### config.mk
export PLATFORM = sky130hd
export DESIGN_NAME = pc_sequencer_flat
export DESIGN_NICKNAME = d
export VERILOG_FILES = /design/src/rtl/pc_sequencer_pkg.sv /design/src/rtl/pc_sequencer_if.sv /design/src/rtl/pc_sequencer_btb.sv /design/src/rtl/pc_sequencer.sv /design/src/flat_wrapper.sv
export SDC_FILE = /design/constraint.sdc
export NUM_CORES = 1
export LEC_CHECK = 0
export ABC_AREA = 1
export CORE_MARGIN = 3
export CORE_UTILIZATION = 30
export DETAILED_ROUTE_END_ITERATION = 7
export PLACE_DENSITY = 0.58
export SYNTH_ARGS = -nofsm -noshare
export SYNTH_HDL_FRONTEND = slang
export SYNTH_SLANG_ARGS = --single-unit
### constraint.sdc
create_clock -name clock -period 5.8 [get_ports clock]
set_clock_uncertainty 0.15 [all_clocks]
set_input_delay 1.16 -clock clock [delete_from_list [all_inputs] [get_ports clock]]
set_output_delay 1.16 -clock clock [all_outputs]
set_load 0.01 [all_outputs]
### src/rtl/pc_sequencer_pkg.sv
// pc_pkg: shared types for the fetch-stage PC sequencer.
//   - br_ctrl encodings for resolving control-flow instructions
//   - sequencer state enum (RUN / HANDLER)
//   - BTB entry struct (valid, tag, target)
// The BTB entry fields are sized to BTB_FIELD_W so one struct serves every
// PC_WIDTH up to that limit. Narrower configurations zero-extend into it.
package pc_pkg;

  localparam logic [2:0] BR_NONE  = 3'd0;
  localparam logic [2:0] BR_B     = 3'd1;
  localparam logic [2:0] BR_BEQZ  = 3'd2;
  localparam logic [2:0] BR_BNEZ  = 3'd3;
  localparam logic [2:0] BR_BTEQZ = 3'd4;
  localparam logic [2:0] BR_JR    = 3'd5;

  typedef enum logic {
    RUN     = 1'b0,
    HANDLER = 1'b1
  } pc_state_e;

  localparam int BTB_FIELD_W = 32;

  typedef struct packed {
    logic                   valid;
    logic [BTB_FIELD_W-1:0] tag;
    logic [BTB_FIELD_W-1:0] target;
  } btb_entry_t;

  // Codes 6 and 7 behave like NONE: no outcome and no BTB activity.
  function automatic logic is_ctrl_flow(input logic [2:0] ctrl);
    return (ctrl >= BR_B) && (ctrl <= BR_JR);
  endfunction

endpackage

### src/rtl/pc_sequencer_if.sv
// pc_sequencer_if: fetch/resolve bus between decode and the PC sequencer.
//   Resolve side (decode -> sequencer): br_valid, br_ctrl, br_pc, br_imm,
//     br_reg, br_t, br_pred_taken, br_pred_target.
//   Fetch side (sequencer -> decode/fetch): fetch_pc, pred_taken,
//     pred_target, flush.
// master = decode/fetch pipeline, slave = pc_sequencer.
interface pc_sequencer_if #(
  parameter int PC_WIDTH = 16
);
  logic [PC_WIDTH-1:0] fetch_pc;
  logic                pred_taken;
  logic [PC_WIDTH-1:0] pred_target;
  logic                flush;

  logic                br_valid;
  logic [2:0]          br_ctrl;
  logic [PC_WIDTH-1:0] br_pc;
  logic [PC_WIDTH-1:0] br_imm;
  logic [PC_WIDTH-1:0] br_reg;
  logic                br_t;
  logic                br_pred_taken;
  logic [PC_WIDTH-1:0] br_pred_target;

  modport master (
    output br_valid, br_ctrl, br_pc, br_imm, br_reg, br_t,
           br_pred_taken, br_pred_target,
    input  fetch_pc, pred_taken, pred_target, flush
  );

  modport slave (
    input  br_valid, br_ctrl, br_pc, br_imm, br_reg, br_t,
           br_pred_taken, br_pred_target,
    output fetch_pc, pred_taken, pred_target, flush
  );
endinterface

### src/rtl/pc_sequencer_btb.sv
// branch_target_buffer: direct-mapped BTB.
//   clock, reset     : rising-edge clock, async active-low clear of all entries
//   rd_pc            : combinational lookup address
//   rd_hit/rd_target : hit flag and target (target is 0 on a miss)
//   wr_en            : a control-flow instruction resolves this cycle
//   wr_set           : 1 = taken (install entry), 0 = not taken (invalidate
//                      the entry only if it is valid and its tag matches)
//   wr_pc/wr_target  : resolving instruction address and its taken target
// Reads see the pre-edge contents, so a same-index write is not forwarded.
module branch_target_buffer
  import pc_pkg::*;
#(
  parameter int PC_WIDTH  = 16,
  parameter int BTB_DEPTH = 8
) (
  input  logic                clock,
  input  logic                reset,
  input  logic [PC_WIDTH-1:0] rd_pc,
  output logic                rd_hit,
  output logic [PC_WIDTH-1:0] rd_target,
  input  logic                wr_en,
  input  logic                wr_set,
  input  logic [PC_WIDTH-1:0] wr_pc,
  input  logic [PC_WIDTH-1:0] wr_target
);
  localparam int IDX_W = $clog2(BTB_DEPTH);

  btb_entry_t mem_q [BTB_DEPTH];

  logic [IDX_W-1:0]       rd_idx, wr_idx;
  logic [BTB_FIELD_W-1:0] rd_tag, wr_tag;

  // Tag is everything above the index, zero-extended into the entry field.
  assign rd_idx = rd_pc[IDX_W-1:0];
  assign wr_idx = wr_pc[IDX_W-1:0];
  assign rd_tag = BTB_FIELD_W'(rd_pc >> IDX_W);
  assign wr_tag = BTB_FIELD_W'(wr_pc >> IDX_W);

  assign rd_hit    = mem_q[rd_idx].valid && (mem_q[rd_idx].tag == rd_tag);
  assign rd_target = rd_hit ? mem_q[rd_idx].target[PC_WIDTH-1:0] : '0;

  always_ff @(posedge clock or negedge reset) begin
    if (!reset) begin
      for (int i = 0; i < BTB_DEPTH; i++) mem_q[i] <= '0;
    end else if (wr_en) begin
      if (wr_set) begin
        mem_q[wr_idx] <= '{valid:  1'b1,
                           tag:    wr_tag,
                           target: BTB_FIELD_W'(wr_target)};
      end else if (mem_q[wr_idx].valid && (mem_q[wr_idx].tag == wr_tag)) begin
        mem_q[wr_idx].valid <= 1'b0;
      end
    end
  end

endmodule

### src/rtl/pc_sequencer.sv
// pc_sequencer: registered, BTB-predicting, interrupt-aware program counter.
//   clock, reset : rising-edge clock, async active-low reset
//   stall        : hold fetch_pc (any redirect overrides)
//   bus          : slave side of pc_sequencer_if (fetch outputs, resolve inputs)
//   int_req      : level interrupt request, taken only in RUN
//   eret         : return-from-interrupt pulse, honoured only in HANDLER
//   int_ack      : interrupt entry this cycle
//   epc          : saved return address
//   in_handler   : sequencer is in HANDLER
// Next-PC priority: interrupt entry, eret, mispredict, stall, BTB hit, +1.
module pc_sequencer
  import pc_pkg::*;
#(
  parameter int                  PC_WIDTH     = 16,
  parameter logic [PC_WIDTH-1:0] RESET_VECTOR = 16'h8000,
  parameter logic [PC_WIDTH-1:0] INT_VECTOR   = 16'h0008,
  parameter int                  BTB_DEPTH    = 8
) (
  input  logic                clock,
  input  logic                reset,
  input  logic                stall,
  pc_sequencer_if.slave       bus,
  input  logic                int_req,
  input  logic                eret,
  output logic                int_ack,
  output logic [PC_WIDTH-1:0] epc,
  output logic                in_handler
);
  logic [PC_WIDTH-1:0] fetch_pc_q, fetch_pc_d;
  logic [PC_WIDTH-1:0] epc_q, epc_d;
  pc_state_e           state_q, state_d;

  logic                act_taken;
  logic [PC_WIDTH-1:0] act_target, fall_pc, correct_pc;
  logic                mispred;
  logic                btb_wr_en;
  logic                btb_hit;
  logic [PC_WIDTH-1:0] btb_target;
  logic                int_entry, eret_acc;

  // ---------------- branch outcome ----------------
  always_comb begin
    act_taken = 1'b0;
    case (bus.br_ctrl)
      BR_B, BR_JR: act_taken = 1'b1;
      BR_BEQZ:     act_taken = (bus.br_reg == '0);
      BR_BNEZ:     act_taken = (bus.br_reg != '0);
      BR_BTEQZ:    act_taken = !bus.br_t;
      default:     act_taken = 1'b0;
    endcase
  end

  // Sums stay PC_WIDTH wide so they wrap silently at all-ones.
  assign fall_pc    = bus.br_pc + PC_WIDTH'(1);
  assign act_target = (bus.br_ctrl == BR_JR) ? bus.br_reg : fall_pc + bus.br_imm;
  assign correct_pc = act_taken ? act_target : fall_pc;

  // Target only matters when both sides agree the branch is taken.
  assign mispred = bus.br_valid &&
                   ((act_taken != bus.br_pred_taken) ||
                    (act_taken && bus.br_pred_taken &&
                     (act_target != bus.br_pred_target)));

  assign btb_wr_en = bus.br_valid && is_ctrl_flow(bus.br_ctrl);

  branch_target_buffer #(
    .PC_WIDTH  (PC_WIDTH),
    .BTB_DEPTH (BTB_DEPTH)
  ) u_btb (
    .clock     (clock),
    .reset     (reset),
    .rd_pc     (fetch_pc_q),
    .rd_hit    (btb_hit),
    .rd_target (btb_target),
    .wr_en     (btb_wr_en),
    .wr_set    (act_taken),
    .wr_pc     (bus.br_pc),
    .wr_target (act_target)
  );

  // ---------------- state machine ----------------
  always_ff @(posedge clock or negedge reset) begin
    if (!reset) state_q <= RUN;
    else        state_q <= state_d;
  end

  always_comb begin
    state_d = state_q;
    case (state_q)
      RUN:     if (int_req) state_d = HANDLER;
      HANDLER: if (eret)    state_d = RUN;
      default: state_d = RUN;
    endcase
  end

  // Combinational outputs are held low while reset is asserted so that
  // stray inputs during reset cannot produce a flush or acknowledge.
  always_comb begin
    int_entry      = (state_q == RUN) && int_req;
    eret_acc       = (state_q == HANDLER) && eret;
    int_ack        = reset && int_entry;
    in_handler     = reset && (state_q == HANDLER);
    bus.flush      = reset && (mispred || int_entry || eret_acc);
    bus.pred_taken = reset && btb_hit;
    bus.pred_target = (reset && btb_hit) ? btb_target : '0;
  end

  // ---------------- next PC / EPC ----------------
  always_comb begin
    if (int_entry)     fetch_pc_d = INT_VECTOR;
    else if (eret_acc) fetch_pc_d = epc_q;
    else if (mispred)  fetch_pc_d = correct_pc;
    else if (stall)    fetch_pc_d = fetch_pc_q;
    else if (btb_hit)  fetch_pc_d = btb_target;
    else               fetch_pc_d = fetch_pc_q + PC_WIDTH'(1);
  end

  // A mispredict resolving alongside interrupt entry means fetch_pc is on
  // the wrong path; the return address must be the corrected one.
  always_comb begin
    epc_d = epc_q;
    if (int_entry) epc_d = mispred ? correct_pc : fetch_pc_q;
  end

  always_ff @(posedge clock or negedge reset) begin
    if (!reset) begin
      fetch_pc_q <= RESET_VECTOR;
      epc_q      <= '0;
    end else begin
      fetch_pc_q <= fetch_pc_d;
      epc_q      <= epc_d;
    end
  end

  assign bus.fetch_pc = fetch_pc_q;
  assign epc          = epc_q;

endmodule

### src/flat_wrapper.sv
// flat-port wrapper written by rule: the top's interface ports become plain ports
module pc_sequencer_flat import pc_pkg::*;
#(
  parameter int                  PC_WIDTH     = 16,
  parameter logic [PC_WIDTH-1:0] RESET_VECTOR = 16'h8000,
  parameter logic [PC_WIDTH-1:0] INT_VECTOR   = 16'h0008,
  parameter int                  BTB_DEPTH    = 8
)
  (clock, reset, stall, int_req, eret, int_ack, epc, in_handler, bus_br_valid, bus_br_ctrl, bus_br_pc, bus_br_imm, bus_br_reg, bus_br_t, bus_br_pred_taken, bus_br_pred_target, bus_fetch_pc, bus_pred_taken, bus_pred_target, bus_flush);
  pc_sequencer_if #(.PC_WIDTH(PC_WIDTH)) bus_i ();
  input  logic clock;
  input  logic reset;
  input  logic stall;
  input  logic int_req;
  input  logic eret;
  output logic int_ack;
  output logic [PC_WIDTH-1:0] epc;
  output logic in_handler;
  input wire logic [$bits(bus_i.br_valid)-1:0] bus_br_valid;
  input wire logic [$bits(bus_i.br_ctrl)-1:0] bus_br_ctrl;
  input wire logic [$bits(bus_i.br_pc)-1:0] bus_br_pc;
  input wire logic [$bits(bus_i.br_imm)-1:0] bus_br_imm;
  input wire logic [$bits(bus_i.br_reg)-1:0] bus_br_reg;
  input wire logic [$bits(bus_i.br_t)-1:0] bus_br_t;
  input wire logic [$bits(bus_i.br_pred_taken)-1:0] bus_br_pred_taken;
  input wire logic [$bits(bus_i.br_pred_target)-1:0] bus_br_pred_target;
  output wire logic [$bits(bus_i.fetch_pc)-1:0] bus_fetch_pc;
  output wire logic [$bits(bus_i.pred_taken)-1:0] bus_pred_taken;
  output wire logic [$bits(bus_i.pred_target)-1:0] bus_pred_target;
  output wire logic [$bits(bus_i.flush)-1:0] bus_flush;
  assign bus_i.br_valid = bus_br_valid;
  assign bus_i.br_ctrl = bus_br_ctrl;
  assign bus_i.br_pc = bus_br_pc;
  assign bus_i.br_imm = bus_br_imm;
  assign bus_i.br_reg = bus_br_reg;
  assign bus_i.br_t = bus_br_t;
  assign bus_i.br_pred_taken = bus_br_pred_taken;
  assign bus_i.br_pred_target = bus_br_pred_target;
  assign bus_fetch_pc = bus_i.fetch_pc;
  assign bus_pred_taken = bus_i.pred_taken;
  assign bus_pred_target = bus_i.pred_target;
  assign bus_flush = bus_i.flush;
  pc_sequencer #(.PC_WIDTH(PC_WIDTH), .RESET_VECTOR(RESET_VECTOR), .INT_VECTOR(INT_VECTOR), .BTB_DEPTH(BTB_DEPTH)) u_core (.clock(clock), .reset(reset), .stall(stall), .bus(bus_i), .int_req(int_req), .eret(eret), .int_ack(int_ack), .epc(epc), .in_handler(in_handler));
endmodule
Word-level counts from Yosys, hierarchy flattened
Index checks and enable logic that the tools add are counted. W data, S select, Z words.

Logic and storage cells: 99. Register bits after elaboration: 553.

Reduce and logical (&&, ||, !) cells: 23. Mux-type cells: 28. Add/subtract/negate cells: 3. Magnitude comparators: 5. Equality and inequality tests: 10. Bitwise operators: 3.

Operator list (number): $bwmux W520 (2); $mux W520 (2); $bmux W65 S3 (2); $demux W65 S3 (2); $mux W65 (6); $mux W16 (10); $eq A32 B13 Y1 (2); $add A16 B1 Y16 const B (2); $add A16 B16 Y16 (1); $logic_not A16 Y1 (1); $ne A16 B16 Y1 (1); $reduce_bool A16 Y1 (1); $logic_and A1 B1 Y1 (14); $ge A4 B4 Y1 const B (2); $not A3 Y4 (2); $eq A3 B2 Y1 const B (2); $eq A3 B3 Y1 const B (2); $lt A4 B1 Y1 const B (1); $ne A4 B1 Y1 const B (1); $pmux W1 S4 (1); $eq A3 B1 Y1 const B (1); $ge A3 B1 Y1 const B (1); $le A3 B3 Y1 const B (1); $logic_or A1 B1 Y1 (3); 8 further kinds (9).

Depth between registers and ports, before layout
Gate-level depths: netlist (run 1).

Depth in word-level cells: 12. Depth in mapped cells: 38.

Modules after synthesis
A second synthesis (run 1) with hierarchy kept.

Cells, all modules: 2477. Area, all modules: 16843.7 sq um.

By module, submodules not included: branch_target_buffer (instances 1, cells an instance 1667, seq. area each 6005.8 sq um, area an instance 12396.9 sq um); pc_sequencer (instances 1, cells an instance 810, seq. area each 827.0 sq um, area an instance 4446.8 sq um).

Worst setup path after synthesis (run 1)
No wires, ideal clock.

Path type: input to output. Start point: input bus_br_pc[2]. End point: output bus_flush. Stages on the path: 33. Required time: 4.490 ns. Setup slack: 0.070 ns. Data arrival time: 4.420 ns. Path through: buf_4 -> nand2_1 -> nor2_1 -> inv_1 -> nor2_1 -> inv_1 -> nor2_1 -> inv_1 -> nor3_1 -> inv_1 -> nor2_1 -> xor2_1 -> inv_1 -> ha_1 -> nand2_1 -> inv_1 -> nand2_1 -> nand3_1 -> a21oi_1 -> nand3b_1 -> nand2_1 -> nand2_1 -> nand2_1 -> nand2_1 -> nand3_1 -> nor2_1 -> nand3_1 -> nand2_1 -> nand2_2 -> nand2_4 -> buf_6 -> buf_4 -> a21oi_1.

Longest elaborated chain between the ends: 10.

Ends and longest elaborated chain: start: declaration (line flat_wrapper.sv:21) `input wire logic [$bits(bus_i.br_pc)-1:0] bus_br_pc;`; $add A16 B1 Y16 (line pc_sequencer.sv:54) `assign fall_pc = bus.br_pc + PC_WIDTH'(1);`; $add A16 B16 Y16 (line pc_sequencer.sv:55) `assign act_target = (bus.br_ctrl == BR_JR) ? bus.br_reg : fall_pc + bus.br_imm;`; $mux W16 (line pc_sequencer.sv:55); $ne A16 B16 Y1 (line pc_sequencer.sv:62) `(act_target != bus.br_pred_target)));`; $logic_and A1 B1 Y1 (line pc_sequencer.sv:61) `(act_taken && bus.br_pred_taken &&`; $logic_or A1 B1 Y1 (line pc_sequencer.sv:60) `((act_taken != bus.br_pred_taken) ||`; $logic_and A1 B1 Y1 (line pc_sequencer.sv:59) `assign mispred = bus.br_valid &&`; $logic_or A1 B1 Y1 (2 in a row) (line pc_sequencer.sv:103) `bus.flush = reset && (mispred || int_entry || eret_acc);`; $logic_and A1 B1 Y1 (line pc_sequencer.sv:103); end: declaration (line flat_wrapper.sv:30) `output wire logic [$bits(bus_i.flush)-1:0] bus_flush;`.

Every way passes these cells.

Worst setup path after layout (run 1)
Start point: input bus_br_pc[1]. End point: output bus_flush.

The elaborated chain is that of the path after synthesis.

==> results of run 1 <==
==> sequential cells by signal (all words and copies together) (netlist names) <==
name / cells
u_core.epc: 16
u_core.u_btb.mem_q: 240
u_core.state_q: 1
u_core.bus.fetch_pc: 16
==> per-layer routing <==
metal | share of wire, % | track usage [%] | up-vias
met5 | 0 | 0 | -
met4 | 5.5 | 11.3 | 0
met3 | 5.3 | 2.26 | 158
met2 | 46 | 34.9 | 569
met1 | 43 | 27.8 | 8044
li1 | - | - | 7945
==> cell usage after synthesis, types with 2 or more instances <==
| cell type | instances | share of area [%] |
|---|---|---|
| ha_1 | 19 | 1.5 |
| a22oi_1 | 9 | 0.41 |
| clkbuf_1 | 85 | 1.9 |
| o21ai_0 | 263 | 8.0 |
| buf_1 | 5 | 0.11 |
| nand3b_1 | 15 | 0.69 |
| dfrtp_1 | 272 | 42 |
| nand2_2 | 5 | 0.19 |
| a221oi_2 | 3 | 0.27 |
| o2111ai_1 | 2 | 0.11 |
| inv_1 | 190 | 4.4 |
| inv_2 | 8 | 0.18 |
| nand4_2 | 5 | 0.38 |
| o22ai_1 | 24 | 0.92 |
| a31oi_1 | 5 | 0.19 |
| a221oi_1 | 12 | 0.64 |
| xor2_1 | 29 | 1.5 |
| buf_2 | 39 | 1.2 |
| nor3_1 | 10 | 0.31 |
| o21ai_1 | 118 | 3.6 |
| xnor2_1 | 3 | 0.16 |
| o211ai_1 | 11 | 0.50 |
| or2_2 | 16 | 0.61 |
| a21oi_1 | 94 | 2.9 |
| nand4_1 | 21 | 0.80 |
| nor2_4 | 2 | 0.14 |
| nand3_2 | 5 | 0.31 |
| a32o_1 | 28 | 1.7 |
| o2bb2ai_1 | 2 | 0.11 |
| nor4_1 | 6 | 0.23 |
| clkinv_1 | 3 | 0.069 |
| nand3_1 | 74 | 2.3 |
| nand2_1 | 776 | 18 |
| buf_4 | 11 | 0.50 |
| nor2_1 | 123 | 2.8 |
==> tightest hold or removal path, stage by stage (launching register included) <==
cell,delay [ns]
dfrtp_1,0.34
nand2_1,0.05
o21ai_0,0.05
==> cells by family (layout without fill, tap and decap cells) <==
kind of cell    count (synthesis)  in the layout  share of synthesized area [%]
compound gates                578            578                           19.7
xor+xnor                       32             32                           1.71
fa+ha+maj                      20             20                           1.57
buf+inv                       342            548                           8.43
flops                         273            273                           41.7
mux                             1              1                         0.0611
other cells                     0              1                              0
simple gates                 1063           1063                           26.8
==> final timing paths <==
| check | slack (ns) | end | start |
|---|---|---|---|
| min reg2reg | 0.33 | u_core.u_btb.mem_q[75] | u_core.u_btb.mem_q[75] |
| max | 0.15 | bus_flush | bus_br_pc[1] |
| min in group asynchronous | 0.34 | u_core.u_btb.mem_q[133] | reset |
| max reg2reg | 2.11 | u_core.bus.fetch_pc[13] | u_core.bus.fetch_pc[1] |
| min | 0.33 | u_core.u_btb.mem_q[75] | u_core.u_btb.mem_q[75] |
| max in group asynchronous | 3.80 | u_core.u_btb.mem_q[363] | reset |
==> area by class of cell <==
cell class              instances  area share (%)
multi-input cells            1694            41.0
well taps                     696            4.23
clock inverters                 8           0.523
inverters                     201            3.70
flip-flops and latches        273            33.3
repair buffers                291            12.7
diodes                          1          0.0122
clock buffers                  48            4.52
==> power breakdown <==
group	total [W]	switching [W]	internal, W
clock network	0.00201	0.000820	0.00119
registers	0.00252	0.000303	0.00222
logic	0.00275	0.00169	0.00106
==> per-stage QoR <==
stage	power [W]	instances	hold WS (ns)	TNS [ns]	utilization, %
2_1_floorplan	0.00405	2309	0.298	0	-
3_3_place_gp	0.00515	3132	0.315	-9.82	35.4
3_5_place_dp	0.00519	3132	0.323	-9.70	35.4
4_1_cts	0.00725	3206	0.338	0	37.7
5_1_grt	0.00773	3211	0.352	-0.0916	38.1
6_report	0.00728	3212	0.330	0	38.1
==> timing repair <==
action / CTS / global route
buffers inserted: 18 / 6
resized for setup: 53 / 44
hold buffers: 0 / 0
pin swaps: 18 / 27
endpoints found under the setup margin: 1 / 22
endpoints found under the hold margin: 0 / 0
cloned: 0 / 1
==> impl_metrics.tcl, run 1 <==
set metrics [dict create \
    vias 16700 \
    layout-drive-gt1-share_pct 12.9 \
    arrival_ns 4.34 \
    antenna_found_initial 0 \
    synth.cell_area_mm2 0.0164 \
    die-width_um 240 \
    grt_setup_unrepaired "yes" \
    syn2layout_area_growth_pct 25.5 \
    slowest_stage "ha_4" \
    io_pins 127 \
    syn_nets 2404 \
    clockBufferDepth 3 \
    fin_crit_ns 5.65 \
    cp.depth 32 \
    place_congestion 0.923 \
    nNetsFinal 2587 \
    hold_path.class "reg -> reg" \
    die_y_um 240 \
    drt.antenna.violating_nets 0 \
    cap_violations 0 \
    synth_cells 2309 \
    fin_crit_sh_pct 97.4 \
    stdcell_area_mm2 0.0206 \
    clk_pin_slew_ns 0.06 \
    dpl.hpwl_um 42800 \
    grt.overflow.total 0 \
    worstSetupStartpointType "input pin" \
    synth_flop_cell "dfrtp_1" \
    htreeDepth 1 \
    ir_drop_uv 227 \
    wire_per_inst_um 19.3 \
    grt_pass1_wl_um 95100 \
    tritoncts "done" \
    start_util_pct 30.4 \
    routed_wl_um 62000 \
    cp_slowest_stage_delay_ns 0.30 \
    holdPathStages 2 \
    cp_max_fo 3 \
    crit_required_ns 4.49 \
    critical_path_buf_inv_count 8 \
    crit_family "simple AND/OR/NAND/NOR gates" \
    drc 0 \
    worst_slew_pin_slew_ns 1.01 \
    status "finished, final reports clean" \
    synth-seq-cells 273 \
    die-area_mm2 0.0575 \
    layout_commonest_cell "nand2_1" \
    end_kind "output pin" \
    setup_violations 0 \
    synth_edf_count 0 \
    viasPerCell 5.20 \
    async_flop_share_pct 100 \
    cts.sinks 273 \
    ys_types 51 \
    rows 85 \
    setup_slack_ns 0.149 \
    syn_area_per_cell_um2 7.10 \
    drv_slew 0 \
    relSlewSlack_pct 33.0 \
    pre_cts_slack_ns -1.05 \
    ff2ff_path_depth 16 \
    drt_pass1_iterations 7 \
    first_global_vias 16400 \
    grt.total_usage_pct 21.3 \
    multi_input_area_mm2 0.00844 \
    drt_iter0_drc 1761 \
    core-area_mm2 0.0539 \
    path_class "in -> out" \
    placedInstanceArea_mm2 0.0191 \
    final_hold_viol_count 0 \
    yosysSeqAreaShare_pct 41.7 \
    nFillCells 5574 \
    cts_made_buffers 31 \
    seq_area_mm2 0.00684 \
    cts_root_buf "clkbuf_16" \
    fmax_mhz 177 \
    p_leak_nw 9.70 \
    portBuffers 126 \
    ys_warn_count 0 \
    clock_latency_ns 0.60 \
    grt_max_degree 165 \
    final_cell_mix "761 x nand2_1, 270 x dfrtp_1, 262 x o21ai_0, 188 x inv_1, 155 x buf_4" \
    powerDensity_mw_per_mm2 354 \
    cpMostUsedCell "nand2_1" \
]
No activity file was read; power rests on OpenSTA's default activity.
==> run 2: changes to the inputs <==
--- a/config.mk
+++ b/config.mk
@@ -10,6 +10,7 @@
 export CORE_UTILIZATION = 30
 export DETAILED_ROUTE_END_ITERATION = 7
 export PLACE_DENSITY = 0.58
+export SKIP_CTS_REPAIR_TIMING = 1
 export SYNTH_ARGS = -nofsm -noshare
 export SYNTH_HDL_FRONTEND = slang
 export SYNTH_SLANG_ARGS = --single-unit
==> run 2 against run 1 <==
- routed wire length decreased by 0.51%
- non-clock buffer count shrank 18
- largest cell class unchanged
- sequential cell count did not move
- clock power about the same
- register-to-register slack got worse by 0.06 ns
- hold slack improved by 0.00054 ns
==> impl_metrics.tcl, run 2 (synthesis gave the netlist of run 1 again) <==
set metrics [dict create \
    placedInstanceArea_mm2 0.0191 \
    viasPerCell 5.18 \
    final_util_pct 37.9 \
    io_pins 127 \
    p_leak_nw 9.65 \
    final_cells 3193 \
    layout_commonest_cell "nand2_1" \
    drt.antenna.violating_nets 0 \
    seq_area_mm2 0.00684 \
    place_congestion 0.923 \
    stdcell_area_mm2 0.0205 \
    multi_input_area_mm2 0.00844 \
    powerDensity_mw_per_mm2 354 \
    hold_path.class "in -> async" \
    grt_setup_unrepaired "yes" \
    layout-drive-gt1-share_pct 12.3 \
    nFillCells 5592 \
    fmax_mhz 174 \
    critical_path_buf_inv_count 8 \
    cp_slowest_stage_delay_ns 0.31 \
    die-width_um 240 \
    syn2layout_area_growth_pct 24.8 \
    fin_crit_ns 5.75 \
    cap_violations 0 \
    start_util_pct 30.4 \
    status "finished, final reports clean" \
    relSlewSlack_pct 35.4 \
    largest_reg_flops 240 \
    cts_root_buf "clkbuf_16" \
    cpMostUsedCell "nand2_2" \
    antenna_found_initial 0 \
    grt.total_usage_pct 21.2 \
    final_hold_viol_count 0 \
    routed_wl_um 61700 \
    diodes 0 \
    clk_pin_slew_ns 0.06 \
    drc 0 \
    worst_slew_pin_slew_ns 0.968 \
    first_global_vias 16300 \
    arrival_ns 4.44 \
    wire_per_inst_um 19.3 \
    final_cell_mix "762 x nand2_1, 270 x dfrtp_1, 262 x o21ai_0, 185 x inv_1, 136 x buf_4" \
    portBuffers 126 \
    cp_max_fo 3 \
    fin_crit_sh_pct 99.2 \
    dpl.hpwl_um 42800 \
    top_register "u_core.u_btb.mem_q" \
    clock_latency_ns 0.59 \
    setup_violations 0 \
    grt.overflow.total 0 \
    die_y_um 240 \
    drt_iter0_drc 1787 \
    total_power_w 0.00725 \
    clockBufferDepth 3 \
    crit_required_ns 4.49 \
    nNetsFinal 2569 \
    cts_made_buffers 31 \
    slowest_stage "ha_4" \
    rows 85 \
    tritoncts "done" \
    drt_pass1_iterations 6 \
    place_inst 3132 \
    cts.sinks 273 \
    drv_slew 0 \
    ir_drop_uv 228 \
    grt_max_degree 165 \
    crit_family "simple AND/OR/NAND/NOR gates" \
    die-area_mm2 0.0575 \
    path_class "in -> out" \
    worstSetupStartpointType "input pin" \
    vias 16500 \
    grt_pass1_wl_um 94400 \
    htreeDepth 1 \
    end_kind "output pin" \
    core-area_mm2 0.0539 \
]
run 2: changes by cell type in the layout (fill, tap and decap cells not counted), sizes merged:
cell           delta
buf              -21
dlygate4sd2       -4
dlymetal6s2s      +4
clkdlybuf4s50     +2
clkbuf            +1
diode             -1
run 2: metal layers:
layer	GRT usage [%]	vias up	share of wire (%)
met1	27.8	7918	43
met3	2.20	146	5.3
li1	-	7906	-
met5	0	-	0
met4	10.9	0	5.3
met2	34.8	574	46
run 2: cell type report:
cell class | count | area share [%]
Inverter | 201 | 3.72
Clock buffer | 48 | 4.54
Sequential cell | 273 | 33.4
Multi-Input combinational cell | 1694 | 41.3
Clock inverter | 8 | 0.526
Timing Repair Buffer | 273 | 12.3
Tap cell | 696 | 4.26
run 2: power by group:
part	switching, W	total (W)	internal (W)
Sequential	0.000302	0.00252	0.00222
Combinational	0.00168	0.00272	0.00104
Clock	0.000821	0.00201	0.00119
Total	0.00281	0.00725	0.00445
run 2: worst register-to-register path: cells and delay by family, from the launching register on:
kind,cells,cell delay (ns)
and+or+nand+nor,12,1.90
buffers and inverters,2,0.66
DFF,1,0.61
AOI/OAI and AO/OA,1,0.21
xor gates and xnor gates,1,0.16
run 2: worst paths after layout:
check / from / slack [ns] / cells after the start / endpoint
max reg2reg: u_core.bus.fetch_pc[1] / 2.05 / 16 / u_core.bus.fetch_pc[13]
min: reset / 0.33 / 1 / u_core.u_btb.mem_q[198]
min in group clock: u_core.u_btb.mem_q[75] / 0.33 / 2 / u_core.u_btb.mem_q[75]
max: bus_br_pc[1] / 0.05 / 32 / bus_flush
min reg2reg: u_core.u_btb.mem_q[75] / 0.33 / 2 / u_core.u_btb.mem_q[75]
max in group asynchronous: reset / 3.83 / 2 / u_core.u_btb.mem_q[363]
run 2: metrics by stage:
stage	TNS, ns	setup WS (ns)	hold slack [ns]
finish	0	0.0477	0.331
global route	-0.209	-0.209	0.352
CTS	-1.07	-1.07	0.338
detailed placement	-9.70	-1.05	0.323
global placement	-9.82	-1.07	0.315
floorplan	0	0.0700	0.298
